[src/rtl/init_done_sequencer_if.sv]
// Init-done sequencer bus: raw init-done flags and mask in, sequenced resets and status out.
interface init_done_sequencer_if #(
  parameter int NUM_CH = 4
);
  logic [NUM_CH-1:0] INIT_DONE_IN;
  logic [NUM_CH-1:0] REQUIRED_MASK;
  logic [NUM_CH-1:0] CH_RESETN;
  logic              ALL_DONE;
  logic              DROP_ERR;
  logic              TIMEOUT;
  logic [NUM_CH-1:0] TIMEOUT_MISSING;

  modport master (
    output INIT_DONE_IN, REQUIRED_MASK,
    input  CH_RESETN, ALL_DONE, DROP_ERR, TIMEOUT, TIMEOUT_MISSING
  );

  modport slave (
    input  INIT_DONE_IN, REQUIRED_MASK,
    output CH_RESETN, ALL_DONE, DROP_ERR, TIMEOUT, TIMEOUT_MISSING
  );
endinterface

[src/rtl/init_done_sequencer.sv]
// Synchronises init-done flags, qualifies them and releases per-channel resets in staggered order.
// Optional startup timeout monitor is enabled with `define INIT_SEQ_TIMEOUT_EN.
module init_done_sequencer #(
  parameter int NUM_CH         = 4,
  parameter int SYNC_STAGES    = 2,
  parameter int STABLE_CYCLES  = 16,
  parameter int RELEASE_GAP    = 8,
  parameter int TIMEOUT_CYCLES = 65535
) (
  input  logic                  CLK,
  input  logic                  RESETN,
  init_done_sequencer_if.slave  bus
);

  localparam int SW = $clog2(STABLE_CYCLES + 1);
  localparam int GW = $clog2(RELEASE_GAP + 1);
  localparam logic [SW-1:0] STABLE_LAST = SW'(STABLE_CYCLES - 1);
  localparam logic [GW-1:0] GAP_LAST    = GW'(RELEASE_GAP - 1);

  typedef enum logic [1:0] {
    ST_QUAL,
    ST_RELEASE,
    ST_GAP,
    ST_DONE
  } state_e;

  logic [SYNC_STAGES-1:0][NUM_CH-1:0] sync_q;
  logic [NUM_CH-1:0]                  sync;
  logic                               ok;

  state_e            state_q;
  logic [SW-1:0]     stable_cnt_q;
  logic [GW-1:0]     gap_cnt_q;
  logic [NUM_CH-1:0] ch_resetn_q;
  logic              all_done_q;
  logic              drop_err_q;

  // NOTE: sequential state uses <= only, so every flop samples pre-edge values.
  always_ff @(posedge CLK or negedge RESETN) begin
    if (!RESETN) begin
      sync_q <= '0;
    end else begin
      sync_q <= {sync_q[SYNC_STAGES-2:0], bus.INIT_DONE_IN};
    end
  end

  assign sync = sync_q[SYNC_STAGES-1];
  assign ok   = &(sync | ~bus.REQUIRED_MASK);

  // ch_resetn_q is a thermometer code: releases shift in a 1 from bit 0, so the
  // top bit being set marks the final release and no separate channel index is kept.
  always_ff @(posedge CLK or negedge RESETN) begin
    if (!RESETN) begin
      state_q      <= ST_QUAL;
      stable_cnt_q <= '0;
      gap_cnt_q    <= '0;
      ch_resetn_q  <= '0;
      all_done_q   <= 1'b0;
      drop_err_q   <= 1'b0;
    end else if (state_q != ST_QUAL && !ok) begin
      // Drop takes priority over any release or completion in the same cycle.
      state_q      <= ST_QUAL;
      stable_cnt_q <= '0;
      gap_cnt_q    <= '0;
      ch_resetn_q  <= '0;
      all_done_q   <= 1'b0;
      drop_err_q   <= 1'b1;
    end else begin
      case (state_q)
        ST_QUAL: begin
          if (!ok) begin
            stable_cnt_q <= '0;
          end else if (stable_cnt_q == STABLE_LAST) begin
            // Channel 0 is released on the same edge that enters RELEASE.
            state_q      <= ST_RELEASE;
            stable_cnt_q <= '0;
            ch_resetn_q  <= NUM_CH'(1);
          end else begin
            stable_cnt_q <= stable_cnt_q + SW'(1);
          end
        end
        ST_RELEASE: begin
          gap_cnt_q <= '0;
          if (ch_resetn_q[NUM_CH-1]) begin
            state_q    <= ST_DONE;
            all_done_q <= 1'b1;
          end else begin
            state_q <= ST_GAP;
          end
        end
        ST_GAP: begin
          if (gap_cnt_q == GAP_LAST) begin
            gap_cnt_q   <= '0;
            state_q     <= ST_RELEASE;
            ch_resetn_q <= (ch_resetn_q << 1) | NUM_CH'(1);
          end else begin
            gap_cnt_q <= gap_cnt_q + GW'(1);
          end
        end
        ST_DONE: begin
          all_done_q <= 1'b1;
        end
        default: begin
          state_q <= ST_QUAL;
        end
      endcase
    end
  end

  assign bus.CH_RESETN = ch_resetn_q;
  assign bus.ALL_DONE  = all_done_q;
  assign bus.DROP_ERR  = drop_err_q;

`ifdef INIT_SEQ_TIMEOUT_EN
  localparam int TW = $clog2(TIMEOUT_CYCLES + 1);
  localparam logic [TW-1:0] TMO_LAST = TW'(TIMEOUT_CYCLES - 1);

  logic [TW-1:0]     tmo_cnt_q;
  logic              left_qual_q;
  logic              timeout_q;
  logic [NUM_CH-1:0] missing_q;

  // The monitor only watches the first qualification after reset; a later drop
  // back to QUAL does not restart it, and the capture happens at most once.
  always_ff @(posedge CLK or negedge RESETN) begin
    if (!RESETN) begin
      tmo_cnt_q   <= '0;
      left_qual_q <= 1'b0;
      timeout_q   <= 1'b0;
      missing_q   <= '0;
    end else begin
      if (state_q != ST_QUAL) begin
        left_qual_q <= 1'b1;
      end
      if (!left_qual_q && state_q == ST_QUAL && !timeout_q) begin
        if (tmo_cnt_q == TMO_LAST) begin
          tmo_cnt_q <= TW'(TIMEOUT_CYCLES);
          timeout_q <= 1'b1;
          missing_q <= bus.REQUIRED_MASK & ~sync;
        end else begin
          tmo_cnt_q <= tmo_cnt_q + TW'(1);
        end
      end
    end
  end

  assign bus.TIMEOUT         = timeout_q;
  assign bus.TIMEOUT_MISSING = missing_q;
`else
  assign bus.TIMEOUT         = 1'b0;
  assign bus.TIMEOUT_MISSING = '0;
`endif

endmodule

[src/flat_wrapper.sv]
// flat-port wrapper written by rule: the top's interface ports become plain ports
module init_done_sequencer_flat 
#(
  parameter int NUM_CH         = 4,
  parameter int SYNC_STAGES    = 2,
  parameter int STABLE_CYCLES  = 16,
  parameter int RELEASE_GAP    = 8,
  parameter int TIMEOUT_CYCLES = 65535
)
  (CLK, RESETN, bus_INIT_DONE_IN, bus_REQUIRED_MASK, bus_CH_RESETN, bus_ALL_DONE, bus_DROP_ERR, bus_TIMEOUT, bus_TIMEOUT_MISSING);
  init_done_sequencer_if #(.NUM_CH(NUM_CH)) bus_i ();
  input  logic CLK;
  input  logic RESETN;
  input wire logic [$bits(bus_i.INIT_DONE_IN)-1:0] bus_INIT_DONE_IN;
  input wire logic [$bits(bus_i.REQUIRED_MASK)-1:0] bus_REQUIRED_MASK;
  output wire logic [$bits(bus_i.CH_RESETN)-1:0] bus_CH_RESETN;
  output wire logic [$bits(bus_i.ALL_DONE)-1:0] bus_ALL_DONE;
  output wire logic [$bits(bus_i.DROP_ERR)-1:0] bus_DROP_ERR;
  output wire logic [$bits(bus_i.TIMEOUT)-1:0] bus_TIMEOUT;
  output wire logic [$bits(bus_i.TIMEOUT_MISSING)-1:0] bus_TIMEOUT_MISSING;
  assign bus_i.INIT_DONE_IN = bus_INIT_DONE_IN;
  assign bus_i.REQUIRED_MASK = bus_REQUIRED_MASK;
  assign bus_CH_RESETN = bus_i.CH_RESETN;
  assign bus_ALL_DONE = bus_i.ALL_DONE;
  assign bus_DROP_ERR = bus_i.DROP_ERR;
  assign bus_TIMEOUT = bus_i.TIMEOUT;
  assign bus_TIMEOUT_MISSING = bus_i.TIMEOUT_MISSING;
  init_done_sequencer #(.NUM_CH(NUM_CH), .SYNC_STAGES(SYNC_STAGES), .STABLE_CYCLES(STABLE_CYCLES), .RELEASE_GAP(RELEASE_GAP), .TIMEOUT_CYCLES(TIMEOUT_CYCLES)) u_core (.CLK(CLK), .RESETN(RESETN), .bus(bus_i));
endmodule
[config.mk]
export PLATFORM = sky130hd
export DESIGN_NAME = init_done_sequencer_flat
export DESIGN_NICKNAME = d
export VERILOG_FILES = /design/src/rtl/init_done_sequencer_if.sv /design/src/rtl/init_done_sequencer.sv /design/src/flat_wrapper.sv
export SDC_FILE = /design/constraint.sdc
export NUM_CORES = 1
export LEC_CHECK = 0
export ABC_AREA = 0
export BUFFER_PORTS_ARGS = -buffer_cell sky130_fd_sc_hd__clkbuf_2
export CORE_UTILIZATION = 28
export DETAILED_ROUTE_END_ITERATION = 7
export HOLD_SLACK_MARGIN = 0.1
export PLACE_DENSITY_LB_ADDON = 0.12
export SLEW_MARGIN = 10
export SYNTH_ARGS = -nofsm -noshare
export SYNTH_HDL_FRONTEND = slang
export SYNTH_SLANG_ARGS = --single-unit
[constraint.sdc]
create_clock -name CLK -period 4.5 [get_ports CLK]
set_input_delay 0.45 -clock CLK [delete_from_list [all_inputs] [get_ports CLK]]
set_output_delay 0.45 -clock CLK [all_outputs]
set_load 0.05 [all_outputs]
## After elaboration in Yosys (flattened, before gate mapping)

Index checks and enable logic that the tools add are counted.

| word-level totals | value |
|---|---|
| flip-flop bits (word level) | 25 |
| input port bits | 10 |
| output and inout bits | 11 |
| logic and storage cells | 55 |

| operators by class | value |
|---|---|
| add/sub/neg operators | 2 |
| eq/ne operators | 9 |
| multiplexer cells | 21 |
| bitwise operators | 2 |
| reduce and logical (&&, ||, !) cells | 13 |

Operators by type and width:

| operator | count |
|---|---|
| 2-to-1 mux 4 bit | 6 |
| 2-to-1 mux 5 bit | 4 |
| one-hot mux 4 bit (2 select lines) | 2 |
| != test 3 x 1 -> 1 bit (second input constant) | 4 |
| AND reduction 4 bit | 3 |
| nonzero test 3 bit | 3 |
| 2-to-1 mux 2 bit | 4 |
| one-hot mux 2 bit (3 select lines) | 1 |
| adder 5 x 1 -> 5 bit (second input constant) | 1 |
| == test 5 x 4 -> 1 bit (second input constant) | 1 |
| adder 4 x 1 -> 4 bit (second input constant) | 1 |
| == test 2 bit (second input constant) | 2 |
| == test 4 x 3 -> 1 bit (second input constant) | 1 |
| inverter 4 bit | 1 |
| bitwise OR 4 bit | 1 |
| nonzero test 2 bit | 2 |
| nonzero test 4 bit | 1 |
| 2-to-1 mux 1 bit | 3 |
| == test 2 x 1 -> 1 bit (second input constant) | 1 |
| logical NOT 2 bit | 1 |
| one-hot mux 1 bit (2 select lines) | 1 |
| AND reduction 2 bit | 1 |
| logical AND 1 bit | 1 |
| logical NOT 1 bit | 1 |

## Longest topological paths before layout

| depth | value |
|---|---|
| depth in word-level cells | 7 |
| depth in mapped cells | 7 |
| gate-level depth less buffers | 6 |

## Least setup slack after synthesis

OpenSTA, ideal clock, no wires.

| timing path | value |
|---|---|
| path type | input to register |
| start | input bus_REQUIRED_MASK[1] |
| end | register u_core.state_q[0] |
| library setup time | 0.129 ns |
| data arrival time | 1.458 ns |
| required time | 4.371 ns |
| path slack | 2.913 ns |
| stages on the path | 5 |
| path buffers | 1 |
| path through | nor2b_1 -> or4_4 -> buf_6 -> nor3_2 -> o31ai_1 |

| on the way | value |
|---|---|
| longest elaborated chain between the ends | 7 |
| elaborated cells on any way between the ends | 11 |
| those cells by class | 3 x eq/ne; 1 x mux; 2 x bitwise; 5 x reduce/logical |

Ends and longest elaborated chain:

| element | RTL line | text |
|---|---|---|
| start, declared | flat_wrapper.sv:15 | `input wire logic [$bits(bus_i.REQUIRED_MASK)-1:0] bus_REQUIRED_MASK;` |
| inverter 4 bit (*) | init_done_sequencer.sv:48 | `assign ok = &(sync \| ~bus.REQUIRED_MASK);` |
| bitwise OR 4 bit (*) | init_done_sequencer.sv:48 |  |
| AND reduction 4 bit (*) | init_done_sequencer.sv:48 |  |
| logical NOT 1 bit | init_done_sequencer.sv:60 | `end else if (state_q != ST_QUAL && !ok) begin` |
| logical AND 1 bit | init_done_sequencer.sv:60 |  |
| != test 3 x 1 -> 1 bit (no source line) / nonzero test 4 bit (equally long branches) | n/a |  |
| AND reduction 4 bit (no source line) | n/a |  |
| end signal, assigned | init_done_sequencer.sv:54 | `state_q <= ST_QUAL;` |
| end signal, assigned | init_done_sequencer.sv:62 | `state_q <= ST_QUAL;` |
| end signal, assigned | init_done_sequencer.sv:75 | `state_q <= ST_RELEASE;` |
| end, declared | init_done_sequencer.sv:31 | `state_e state_q;` |

Mark *: on every way between the ends. The rest lies on a longest branch, timed or not.
A chain may end at the register's enable or synchronous reset.

## Worst setup path after layout

| timing path | value |
|---|---|
| start | register u_core.state_q[0] |
| end | register u_core.drop_err_q (netlist: u_core.bus.DROP_ERR) |

| on the way | value |
|---|---|
| longest elaborated chain between the ends | 2 |

Ends and longest elaborated chain:

| element | RTL line | text |
|---|---|---|
| nonzero test 2 bit | init_done_sequencer.sv:60 |  |
| logical AND 1 bit | init_done_sequencer.sv:60 |  |
| end signal, assigned | init_done_sequencer.sv:59 | `drop_err_q <= 1'b0;` |
| end signal, assigned | init_done_sequencer.sv:67 | `drop_err_q <= 1'b1;` |
| end, declared | init_done_sequencer.sv:36 | `logic drop_err_q;` |

No other way between the ends.

==> impl_metrics.py <==
metrics = {
    "synthesis": {
        "synth_commonest_cells": "dfrtp_1, nand2_1, nor2_1",
        "synth.most_common_cell": "dfrtp_1",
        "synth_edf_count": 0,
        "synthDominantCellAreaShare_pct": 48.2,
        "yosys.area.top_type": "dfrtp_1",
        "synth_cells": 124,
        "seq_area_frac_synth_pct": 48.2,
        "syn_area_per_cell_um2": 10.5,
        "syn_area_um2": 1300,
        "synth-seq-cells": 25,
        "synth_top_flop_cell": "dfrtp_1",
        "ys_warn_count": 0,
        "yosys.cell_types.count": 43,
        "async_flop_share_pct": 100,
        "synthTopCellsByArea": "dfrtp_1, ha_1, buf_4",
    },
    "layout": {
        "fillers": 439,
        "final-seq-area_um2": 626,
        "multi_input_area_um2": 616,
        "antenna_cells": 0,
        "syn_to_final_growth_pct": 11.4,
        "drive_above_1_share_pct": 18.7,
        "fin_nets": 156,
    },
    "sta": {
        "rsz0062_at_grt": "false",
        "tns_ns": 0,
        "max_freq_mhz": 494,
        "setup_violations": 0,
        "slew_headroom_pct": 32.0,
        "slew_viol_final": 0,
        "holdWs_ns": 0.175,
        "worst_pin_slew_ns": 1.01,
        "fin_worst_skew_ns": 0.00252,
        "final.min_clock_period_ns": 2.03,
        "period_share_pct": 45.0,
        "hold_violations": 0,
    },
    "drt": {
        "via_per_inst": 4.87,
        "first_pass_iters": 4,
        "ant_nets": 0,
        "wl_per_cell_um": 13.1,
        "num_vias": 930,
        "remaining_drc_errors": 0,
        "drt_iter0_drc": 56,
        "routed_wl_um": 2500,
    },
    "pwr": {
        "comb_power_share_pct": 43.9,
        "pwr-share-seq_pct": 38.2,
        "p_int_uw": 438,
        "swShare_pct": 43.9,
        "p_clk_share_pct": 17.9,
        "switchingPower_uw": 343,
        "p_per_area_nw_per_um2": 540,
        "power.leakage_uw": 0.000633,
        "peakVddDrop_v": 0.000251,
    },
    "grt": {
        "grt_usage_pct": 11.4,
        "grt_pass1_vias": 905,
        "grt.overflow.total": 0,
        "antenna_found_initial": 0,
        "grt_pass1_wl_um": 4490,
        "grt_max_degree": 26,
    },
    "hold_path": {
        "min_path_type": "in -> async",
    },
    "clocking": {
        "path_clk_slew_ns": 0.09,
        "cts_sinks": 25,
        "cts.path.max_buffers": 2,
        "root_buffer": "clkbuf_8",
        "postCtsSetupBuffers": 0,
        "cts_inserted_buffers": 3,
        "insertion_delay_ns": 0.27,
        "ctsHtreeMaxLevel": 1,
        "cts_resized": 0,
        "cts_tree": "done",
        "ctsHoldBuffers": 0,
    },
    "floorplan": {
        "boundaryPins": 21,
        "die_area_um2": 4910,
        "die_y_um": 70.1,
        "core_um2": 4410,
        "fp-row-count": 24,
        "die_x_um": 70.1,
        "start_util_pct": 29.4,
    },
    "critical_path": {
        "cp.arrival_ns": 2.19,
        "critical_path_required_ns": 4.66,
        "worstSetupPathType": "reg -> reg",
        "worst_setup_path_end_kind": "flop",
        "cp-start-kind": "flop",
        "crit_fanout": 17,
    },
    "placed_design": {
        "gp_congestion": 0.780,
        "port_buffers": 15,
        "dp_hpwl_um": 1850,
    },
    "flow_run": {
        "cap_violations": 0,
    },
    "status": {
        "outcome": "completed",
    },
}
per-stage QoR:
stage                     util, %  total power, µW  setup WS [ns]  instances  cell area (µm²)
after floorplan                 -              568           2.91        128             1310
after global placement       31.6              641           2.43        187             1400
after detailed placement     31.6              645           2.43        187             1400
after CTS                    32.8              790           2.46        191             1450
after global routing         32.8              850           2.26        191             1450
final                        32.8              781           2.47        191             1450
power groups by stage:
stage	registers [µW]	clock network, µW	logic, µW
global placement	300	0	342
finish	298	140	343
global route	306	157	387
CTS	297	147	345
detailed placement	302	0	343
floorplan	350	0	218
path summary, 6_finish.rpt:
path,startpoint,end,slack (ns),cells past startpoint
min reg2reg,u_core.sync_q[1],u_core.sync[1],0.36,0
min,RESETN,u_core.stable_cnt_q[4],0.18,1
max reg2reg,u_core.state_q[0],u_core.bus.DROP_ERR,2.47,5
max in group asynchronous,RESETN,u_core.gap_cnt_q[2],3.92,1
min in group CLK,bus_INIT_DONE_IN[2],u_core.sync_q[2],0.28,1
max,u_core.state_q[0],u_core.bus.DROP_ERR,2.47,5
area by class of cell:
| class | instances | area share (%) |
|---|---|---|
| sequential | 25 | 43.3 |
| clock buffer | 3 | 2.85 |
| tap | 52 | 4.50 |
| clock inverter | 1 | 0.606 |
| multi-input combinational | 91 | 42.6 |
| timing repair buffer | 15 | 5.19 |
| inverter | 4 | 1.04 |
layer usage:
metal | track usage (%) | part of all wire (%)
met1 | 15.5 | 49
met2 | 18.3 | 46
met3 | 3.03 | 4.6
met4 | 2.67 | 0.68
met5 | 0 | 0
registers in the layout (all words and copies together) (netlist names):
| signal | count |
|---|---|
| u_core.bus.ALL_DONE | 1 |
| u_core.bus.CH_RESETN | 4 |
| u_core.bus.DROP_ERR | 1 |
| u_core.gap_cnt_q | 4 |
| u_core.stable_cnt_q | 5 |
| u_core.state_q | 2 |
| u_core.sync | 4 |
| u_core.sync_q | 4 |
cells in the final DEF (no fill, tap or decap), types with 2 or more instances in the layout:
| cell | n |
|---|---|
| mux2i_1 | 2 |
| o21ai_0 | 5 |
| a21oi_1 | 5 |
| dfrtp_1 | 25 |
| a32oi_1 | 2 |
| nand2_1 | 9 |
| nand2b_1 | 3 |
| clkbuf_2 | 15 |
| a41oi_1 | 3 |
| nor2_1 | 8 |
| conb_1 | 5 |
| nand4_1 | 2 |
| inv_1 | 4 |
| ha_1 | 6 |
| nor2b_1 | 4 |
| and3_1 | 5 |
| nand3_1 | 5 |
| nand4b_1 | 2 |
| clkbuf_8 | 3 |
| o211ai_1 | 3 |
| a31oi_1 | 2 |
worst max-delay path, cell delays in order (launching register included):
cell     delay (ns)
dfrtp_1        0.44
inv_1          0.12
ha_1           0.50
inv_1          0.26
o41a_1         0.28
or2_2          0.32
cell families (layout without fill, tap and decap cells):
family                     after synthesis  after routing  synth area share [%]
AOI/OAI and AO/OA                       29             29                  15.6
xor gates and xnor gates                 1              1                 0.674
adders and majority gates                6              6                  5.78
buffers and inverters                   12             23                  5.59
DFF                                     25             25                  48.2
muxes                                    2              2                  1.54
other                                    1              5                 0.289
and+or+nand+nor                         48             48                  22.4
No activity file was read; power rests on OpenSTA's default activity.
